===== config.mk =====
export PLATFORM = sky130hd
export DESIGN_NAME = noc_port_arbiter
export DESIGN_NICKNAME = d
export VERILOG_FILES = /design/src/rtl/noc_pkg.sv /design/src/rtl/noc_port_arbiter_rr_priority_picker.sv /design/src/rtl/noc_port_arbiter.sv
export SDC_FILE = /design/constraint.sdc
export NUM_CORES = 1
export LEC_CHECK = 0
export ABC_AREA = 0
export BUFFER_PORTS_ARGS = -buffer_cell sky130_fd_sc_hd__buf_2
export CAP_MARGIN = 20
export CORE_ASPECT_RATIO = 0.6
export CORE_UTILIZATION = 48
export CTS_BUF_LIST = sky130_fd_sc_hd__clkbuf_4 sky130_fd_sc_hd__clkbuf_8 sky130_fd_sc_hd__clkbuf_16
export DETAILED_ROUTE_END_ITERATION = 16
export PLACE_DENSITY = 0.91
export SETUP_SLACK_MARGIN = 0.4
export SYNTH_ARGS = -nofsm -noshare
export SYNTH_HDL_FRONTEND = slang
export SYNTH_HIERARCHICAL = 1
export SYNTH_SLANG_ARGS = --single-unit

===== constraint.sdc =====
create_clock -name clk -period 2.9 [get_ports clk]
set_input_delay 0.145 -clock clk [delete_from_list [all_inputs] [get_ports clk]]
set_output_delay 0.145 -clock clk [all_outputs]
set_load 0.01 [all_outputs]

===== src/rtl/noc_pkg.sv =====
// Shared definitions for the NoC output-port arbiter.
//   DEFAULT_DATA_WIDTH : default flit width in bits
//   TAIL_BIT           : tail-flag position for the default flit width
//   arb_state_t        : arbiter FSM encoding (IDLE, LOCKED)
//   tail_bit_of()      : tail-flag position for an arbitrary flit width
//   ptr_width()        : width of a requester index (at least 1 bit)
package noc_pkg;

  localparam int unsigned DEFAULT_DATA_WIDTH = 16;
  localparam int unsigned TAIL_BIT           = DEFAULT_DATA_WIDTH - 1;

  typedef enum logic {
    IDLE   = 1'b0,
    LOCKED = 1'b1
  } arb_state_t;

  function automatic int unsigned tail_bit_of(input int unsigned width);
    return width - 1;
  endfunction

  function automatic int unsigned ptr_width(input int unsigned n);
    return (n > 1) ? $clog2(n) : 1;
  endfunction

endpackage


===== src/rtl/noc_port_arbiter_rr_priority_picker.sv =====
// Rotating-priority picker (purely combinational).
// Selects the first set bit of req, searching from index rr_ptr upward and
// wrapping modulo NUM_REQ.
//   req    : request vector, one bit per requester
//   rr_ptr : index holding highest priority
//   pick   : one-hot selected requester, all-zero when nothing requests
//   valid  : at least one requester is active
module rr_priority_picker
  import noc_pkg::*;
#(
  parameter int unsigned NUM_REQ = 4,
  parameter int unsigned PTR_W   = ptr_width(NUM_REQ)
) (
  input  logic [NUM_REQ-1:0] req,
  input  logic [PTR_W-1:0]   rr_ptr,
  output logic [NUM_REQ-1:0] pick,
  output logic               valid
);

  logic [NUM_REQ-1:0] rot;
  logic [NUM_REQ-1:0] rot_pick;

  // Rotate right so rr_ptr lands on bit 0, isolate the lowest set bit with
  // x & -x, then rotate back (right by NUM_REQ - rr_ptr == left by rr_ptr).
  always_comb begin
    rot      = NUM_REQ'({req, req} >> rr_ptr);
    rot_pick = rot & (~rot + 1'b1);
    pick     = NUM_REQ'({rot_pick, rot_pick} >> (NUM_REQ - 32'(rr_ptr)));
    valid    = |req;
  end

endmodule


===== src/rtl/noc_port_arbiter.sv =====
// Wormhole output-port arbiter for a NoC router.
// Several requester FIFOs (first-word-fall-through) share one registered
// output port. A packet owner is chosen by rotating priority and keeps the
// port until its tail flit (bit DATA_WIDTH-1) has been popped.
//   clk, rst   : clock, asynchronous active-high reset
//   req_empty  : per-requester FIFO empty flags
//   req_data   : per-requester head flits, slice i at [i*DATA_WIDTH +: DATA_WIDTH]
//   req_rd_en  : per-requester pop strobe (combinational)
//   out_valid  : output register holds a flit
//   out_data   : output flit
//   out_ready  : downstream accepts out_data this cycle
//   grant      : one-hot current packet owner, all-zero when idle
//   busy       : a packet is locked onto the port
module noc_port_arbiter
  import noc_pkg::*;
#(
  parameter int unsigned DATA_WIDTH = DEFAULT_DATA_WIDTH,
  parameter int unsigned NUM_REQ    = 4
) (
  input  logic                          clk,
  input  logic                          rst,
  input  logic [NUM_REQ-1:0]            req_empty,
  input  logic [NUM_REQ*DATA_WIDTH-1:0] req_data,
  output logic [NUM_REQ-1:0]            req_rd_en,
  output logic                          out_valid,
  output logic [DATA_WIDTH-1:0]         out_data,
  input  logic                          out_ready,
  output logic [NUM_REQ-1:0]            grant,
  output logic                          busy
);

  localparam int unsigned PTR_W = ptr_width(NUM_REQ);
  localparam int unsigned TAIL  = tail_bit_of(DATA_WIDTH);

  arb_state_t         state;
  arb_state_t         state_next;
  logic [PTR_W-1:0]   rr_ptr;
  logic [PTR_W-1:0]   rr_ptr_next;
  logic [PTR_W-1:0]   g_idx;
  logic [NUM_REQ-1:0] pick;
  logic               pick_valid;
  logic [DATA_WIDTH-1:0] head;
  logic               head_avail;
  logic               pop;
  logic               tail_pop;

  rr_priority_picker #(
    .NUM_REQ (NUM_REQ),
    .PTR_W   (PTR_W)
  ) u_picker (
    .req    (~req_empty),
    .rr_ptr (rr_ptr),
    .pick   (pick),
    .valid  (pick_valid)
  );

  // Granted index and its head flit, decoded from the one-hot grant.
  always_comb begin
    g_idx = '0;
    head  = '0;
    for (int unsigned i = 0; i < NUM_REQ; i++) begin
      if (grant[i]) begin
        g_idx = PTR_W'(i);
        head  = req_data[i*DATA_WIDTH +: DATA_WIDTH];
      end
    end
  end

  always_comb begin
    if (32'(g_idx) == NUM_REQ - 1) begin
      rr_ptr_next = '0;
    end else begin
      rr_ptr_next = g_idx + 1'b1;
    end
  end

  // A pop needs a locked owner with data and room in the output register
  // (empty, or being drained this cycle). An empty owner FIFO simply stalls
  // the lock; the grant never moves mid-packet.
  assign head_avail = |(grant & ~req_empty);
  assign pop        = (state == LOCKED) && head_avail && (!out_valid || out_ready);
  assign tail_pop   = pop && head[TAIL];
  assign req_rd_en  = (pop && !rst) ? grant : '0;
  assign busy       = (state == LOCKED);

  always_comb begin
    state_next = state;
    unique case (state)
      IDLE:    if (pick_valid) state_next = LOCKED;
      LOCKED:  if (tail_pop)   state_next = IDLE;
      default: state_next = IDLE;
    endcase
  end

  always_ff @(posedge clk or posedge rst) begin
    if (rst) begin
      state <= IDLE;
    end else begin
      state <= state_next;
    end
  end

  always_ff @(posedge clk or posedge rst) begin
    if (rst) begin
      grant  <= '0;
      rr_ptr <= '0;
    end else if ((state == IDLE) && pick_valid) begin
      grant <= pick;
    end else if (tail_pop) begin
      grant  <= '0;
      rr_ptr <= rr_ptr_next;
    end
  end

  always_ff @(posedge clk or posedge rst) begin
    if (rst) begin
      out_valid <= 1'b0;
      out_data  <= '0;
    end else if (pop) begin
      out_valid <= 1'b1;
      out_data  <= head;
    end else if (out_valid && out_ready) begin
      out_valid <= 1'b0;
    end
  end

endmodule


==> out/qor.csv, run 1 <==
metric,value,unit
DP HPWL,3500,um
I/O Pins,97,
Main synth FF type,dfrtp_1,
RSZ-0062 raised after global routing,no,
Worst VDD drop,0.000418,V
Fin Setup TNS,0,ns
CP Capture Type,output pin,
Max clock buf depth,2,
Clock Skew,0.00151,ns
clock latency on the worst-skew pair,0.26,ns
Die W,79.0,um
Total GRT Usage,0.241,
worst stage delay on the critical path,0.58,ns
CP Class,flop to output pin,
status,"complete, no violations",
Tmin final,2.26,ns
clock sink count,24,
Max-Slew Margin vs Limit,0.399,
"Seq/Total Area, Yosys",0.352,
ANT cells,0,
fin util,0.683,
Synth Cell Area,1710,um^2
Slew @ Worst Pin,0.901,ns
vias in the first global route,1330,
Worst-path clk slew,0.08,ns
CP Launch Type,flop,
first-pass GRT wire length,6630,um
Post-synth EDFFs,0,
via total after detailed routing,1693,
drc violations,0,
H-tree depth,1,
FMAX,442,MHz
CTS tree,done,
Buffers on Ports,96,
Cells after Synth,168,
warnings from Yosys,6,
Via density,5.51,
post-synth net total,240,
critical-path cell list,"nor2b_1, o41ai_2, or2_4, nor3b_1, buf_2",
total core area,3320,um^2
asr flop ratio synth,1.00,
GPL Wtd Cong,0.930,
Routed WL,4540,um
Final Cell Area,2270,um^2
hold violation count in the final report,0,
Final ANT Viol Nets,0,
"commonest non-fill, non-tap cell in the layout",buf_2,
Worst Hold Class,primary input to flop,
largest net degree at the start of global routing,25,
LEAKAGE,0.00121,uW
DR WL/cell,14.8,um
fillcell total,272,
CTS root buffer,clkbuf_8,
Die ar.,3800,um^2
"commonest non-fill, non-tap cells in the layout","buf_2, inv_1, dfrtp_1, mux2i_1, mux2_2",
CP arrival,2.12,ns
initial drt markers,212,
Cell variety after synth,37,
Rows,16,
Layout Nets,335,
PD cells,849,nW/um^2
hold buffers post-CTS,0,
Setup Viol. Count Final,0,
initial antenna violation count,0,
data required time at the worst endpoint,2.76,ns
Max Slew Vio Count,0,
Crit Path Max Fanout,20,
layout cells sized above 1,0.496,
CTS Buf Count,3,
Area growth syn-to-layout,33.2,%
max-cap violations,0,
Seq cells post-synth,24,
"Slowest-stage cell, CP",o41ai_2,
DP Area,2210,um^2
fraction of the cycle the final worst path needs,0.780,
initial core utilization,0.513,
Die H,48.2,um
GRT overflow,0,
syn_area_per_cell,10.2,um^2
total iterations of the first detailed-routing run,7,
==> repair_timing <==
item | 4_1_cts | 5_1_grt
setup endpoints to repair | 0 | 4
buffers inserted | 0 | 0
gates resized for setup | 0 | 1
==> cell usage after synthesis, types with 2 or more instances <==
master / count / area share
mux2_2: 16 / 0.11
a2111oi_4: 2 / 0.032
a222oi_1: 15 / 0.088
buf_4: 3 / 0.013
dfrtp_1: 24 / 0.35
inv_1: 26 / 0.057
nor2_1: 7 / 0.015
mux2_4: 2 / 0.018
nor2b_1: 7 / 0.026
o21ai_0: 5 / 0.015
clkbuf_1: 4 / 0.0088
nand2_1: 9 / 0.020
mux2i_1: 18 / 0.11
buf_2: 2 / 0.0059
nor3b_1: 5 / 0.022
o22ai_1: 2 / 0.0073
==> critical path: cells and delay by family (launching register included) <==
kind            cells  cell delay, ns
compound gates      1            0.58
buf+inv             1            0.15
flops               1            0.45
simple gates        3            0.67
==> final timing paths <==
kind                               from      endpoint  slack [ns]  cells after the start
max in group asynchronous           rst   out_data[5]        2.23                      2
min                           out_ready     out_valid        0.09                      2
min in group asynchronous           rst      grant[1]        0.12                      2
min reg2reg                out_data[15]  out_data[15]        0.48                      1
max                            grant[1]  req_rd_en[2]        0.64                      5
max reg2reg                    grant[1]  out_data[12]        0.80                      4
==> logic make-up after synthesis <==
logic type	after synthesis	synth area share
fa+ha+maj	1	0.00734
mux	36	0.229
buf+inv	36	0.0917
flops	24	0.352
simple gates	38	0.128
compound gates	33	0.192
==> per-stage QoR <==
| step | hold WS (ns) | instances | power [uW] | setup slack (ns) |
|---|---|---|---|---|
| 2_1_floorplan | 0.160 | 168 | 1400 | 1.03 |
| 3_3_place_gp | 0.368 | 303 | 1680 | 0.861 |
| 3_5_place_dp | 0.361 | 303 | 1710 | 0.683 |
| 4_1_cts | 0.0822 | 307 | 1930 | 0.491 |
| 5_1_grt | 0.102 | 307 | 2080 | 0.525 |
| 6_report | 0.0863 | 307 | 1930 | 0.638 |
==> state kept, by name (all words and copies together), names as in the netlist <==
signal	cells
busy	1
out_data	16
grant	4
rr_ptr	2
out_valid	1
==> routing by layer <==
| layer | wire length, um | GRT usage |
|---|---|---|
| met4 | 19 | 0.0436 |
| met3 | 441 | 0.0542 |
| met1 | 2020 | 0.344 |
| met2 | 2060 | 0.393 |
| met5 | 0 | 0 |
==> cell type report <==
class | instances | area [um^2] | share of cell area
tap | 45 | 56.3 | 0.0248
multi-input combinational | 108 | 951 | 0.419
inverter | 26 | 97.6 | 0.0430
clock buffer | 4 | 55.1 | 0.0242
timing repair buffer | 100 | 510 | 0.225
sequential | 24 | 601 | 0.264
==> power breakdown <==
part	internal, uW	total (uW)	switching [uW]
Sequential	479	593	114
Clock	121	220	99.4
Combinational	561	1120	555
Total	1160	1930	768
No activity file was read; power rests on OpenSTA's default activity.
==> run 2, diff against run 1 <==
--- a/config.mk
+++ b/config.mk
@@ -9,10 +9,10 @@
 export BUFFER_PORTS_ARGS = -buffer_cell sky130_fd_sc_hd__buf_2
 export CAP_MARGIN = 20
 export CORE_ASPECT_RATIO = 0.6
-export CORE_UTILIZATION = 48
+export CORE_UTILIZATION = 40
 export CTS_BUF_LIST = sky130_fd_sc_hd__clkbuf_4 sky130_fd_sc_hd__clkbuf_8 sky130_fd_sc_hd__clkbuf_16
 export DETAILED_ROUTE_END_ITERATION = 16
-export PLACE_DENSITY = 0.91
+export PLACE_DENSITY = 0.82
 export SETUP_SLACK_MARGIN = 0.4
 export SYNTH_ARGS = -nofsm -noshare
 export SYNTH_HDL_FRONTEND = slang
==> constraint.sdc (replaced) <==
create_clock -name clk -period 2 [get_ports clk]
set_input_delay 0.1 -clock clk [delete_from_list [all_inputs] [get_ports clk]]
set_output_delay 0.1 -clock clk [all_outputs]
set_load 0.01 [all_outputs]
==> out/qor.csv, run 2 (synthesis gave the netlist of run 1 again) <==
metric,value,unit
Worst VDD drop,0.000643,V
Total GRT Usage,0.250,
critical-path cell list,"nor2b_4, o41ai_4, or2_4, nor3b_1, buf_2",
worst stage delay on the critical path,0.42,ns
vias in the first global route,1731,
Die W,86.3,um
Rows,17,
Crit Path Max Fanout,7,
Final ANT Viol Nets,0,
drc violations,0,
CP arrival,1.66,ns
Worst setup endpoint,req_rd_en[0],
CP Class,flop to output pin,
Area growth syn-to-layout,56.1,%
fraction of the cycle the final worst path needs,0.881,
"Largest delay share family, worst path",simple AND/OR/NAND/NOR gates,
"setup slack, reg-to-reg",0.24,ns
Worst R2R Start,grant[2],
status,"complete, no violations",
Die H,52.6,um
Routed WL,5480,um
initial drt markers,109,
Worst-path clk slew,0.09,ns
CTS tree,done,
largest net degree at the start of global routing,18,
Slew @ Worst Pin,0.438,ns
fin util,0.687,
max reg flops,16,
first-pass GRT wire length,8450,um
"Slowest-stage cell, CP",dfrtp_2,
clock sink count,24,
Via density,5.32,
initial core utilization,0.441,
Clock Skew,0.00859,ns
Max Slew Vio Count,0,
total iterations of the first detailed-routing run,6,
Worst Hold Class,primary input to flop,
DR WL/cell,16.1,um
CP Capture Type,output pin,
GRT overflow,0,
Buffers on Ports,96,
PD cells,1310,nW/um^2
H-tree depth,1,
Max-Slew Margin vs Limit,0.707,
DP Cell Count,322,
CP Buf/Inv Count,1,
"commonest non-fill, non-tap cells in the layout","buf_2, inv_1, dfrtp_1, mux2i_1, mux2_4",
data required time at the worst endpoint,1.90,ns
"commonest non-fill, non-tap cell in the layout",buf_2,
Crit. Startpoint,grant[2],
total core area,3870,um^2
ANT cells,0,
DP HPWL,3740,um
Tmin final,1.76,ns
Top Registers,"out_data: 16 flops, grant: 4 flops, rr_ptr: 2 flops",
initial antenna violation count,0,
LEAKAGE,0.00140,uW
I/O Pins,97,
Die ar.,4540,um^2
CTS root buffer,clkbuf_8,
CTS Buf Count,3,
via total after detailed routing,1814,
clock latency on the worst-skew pair,0.27,ns
layout cells sized above 1,0.570,
most flop-heavy register,out_data,
Max clock buf depth,2,
GPL Wtd Cong,0.885,
Fin Setup TNS,0,ns
reg2reg end,rr_ptr[1],
RSZ-0062 raised after global routing,yes,
Setup Viol. Count Final,0,
hold violation count in the final report,0,
CP Launch Type,flop,
FMAX,567,MHz
fillcell total,319,
max-cap violations,0,
Layout Nets,358,
Crit path depth,5,
Finished Layout Cells,341,
R2R depth,6,
## run 2: cell types whose count changed in the layout (fill, tap and decap cells not counted), moves of 4 or more
cell,before,now
buf_4,4,13
buf_6,0,7
mux2_2,16,2
mux2_4,2,16
nor2b_1,7,2
nor2b_4,0,5
o21ai_0,5,1
## run 2: layout make-up
class | instances | area (um^2) | area share
well taps | 57 | 71.3 | 0.0268
repair buffers | 121 | 747 | 0.281
flip-flops and latches | 24 | 603 | 0.227
inverters | 26 | 97.6 | 0.0367
clock buffers | 3 | 41.3 | 0.0155
multi-input cells | 110 | 1100 | 0.414
## run 2: where the power goes
part | internal, uW | leakage [uW] | switching (uW)
sequential | 698 | 0.000311 | 158
combinational | 1320 | 0.00107 | 1030
clock | 135 | 0.0000216 | 156
## run 2: through the flow
step	instance area (um^2)	total power (uW)	setup slack (ns)	hold WS, ns
floorplan	1740	2080	0.191	0.114
global placement	2310	2530	0.227	0.0855
detailed placement	2310	2570	0.177	0.0981
CTS	2590	3320	0.242	0.0308
global route	2660	3730	0.178	0.0562
finish	2660	3490	0.237	0.0651
## run 2: timing repair
item	4_1_cts	5_1_grt
endpoints found under the hold margin	7	0
pin swaps	14	7
buffers inserted	11	1
setup endpoints to repair	27	27
gates resized for setup	33	10
cloned	2	1
hold buffers	1	0
## run 2: how the worst min path moves through the flow
stage	slack, ns	cells past startpoint	startpoint	to
4_1_cts	0.03	2	out_ready	out_valid
2_1_floorplan	0.11	1	rst	busy
3_3_place_gp	0.09	2	rst	out_data[2]
5_1_grt	0.06	2	out_ready	out_valid
6_report	0.07	2	out_ready	out_valid
3_5_place_dp	0.1	2	rst	out_data[1]
## run 2: routing by layer
layer,track usage,vias to the layer above,share of wire
met5,0,-,0
met4,0.0361,0,0.0051
met3,0.0646,2,0.077
met2,0.435,89,0.45
met1,0.321,870,0.47
li1,-,853,-
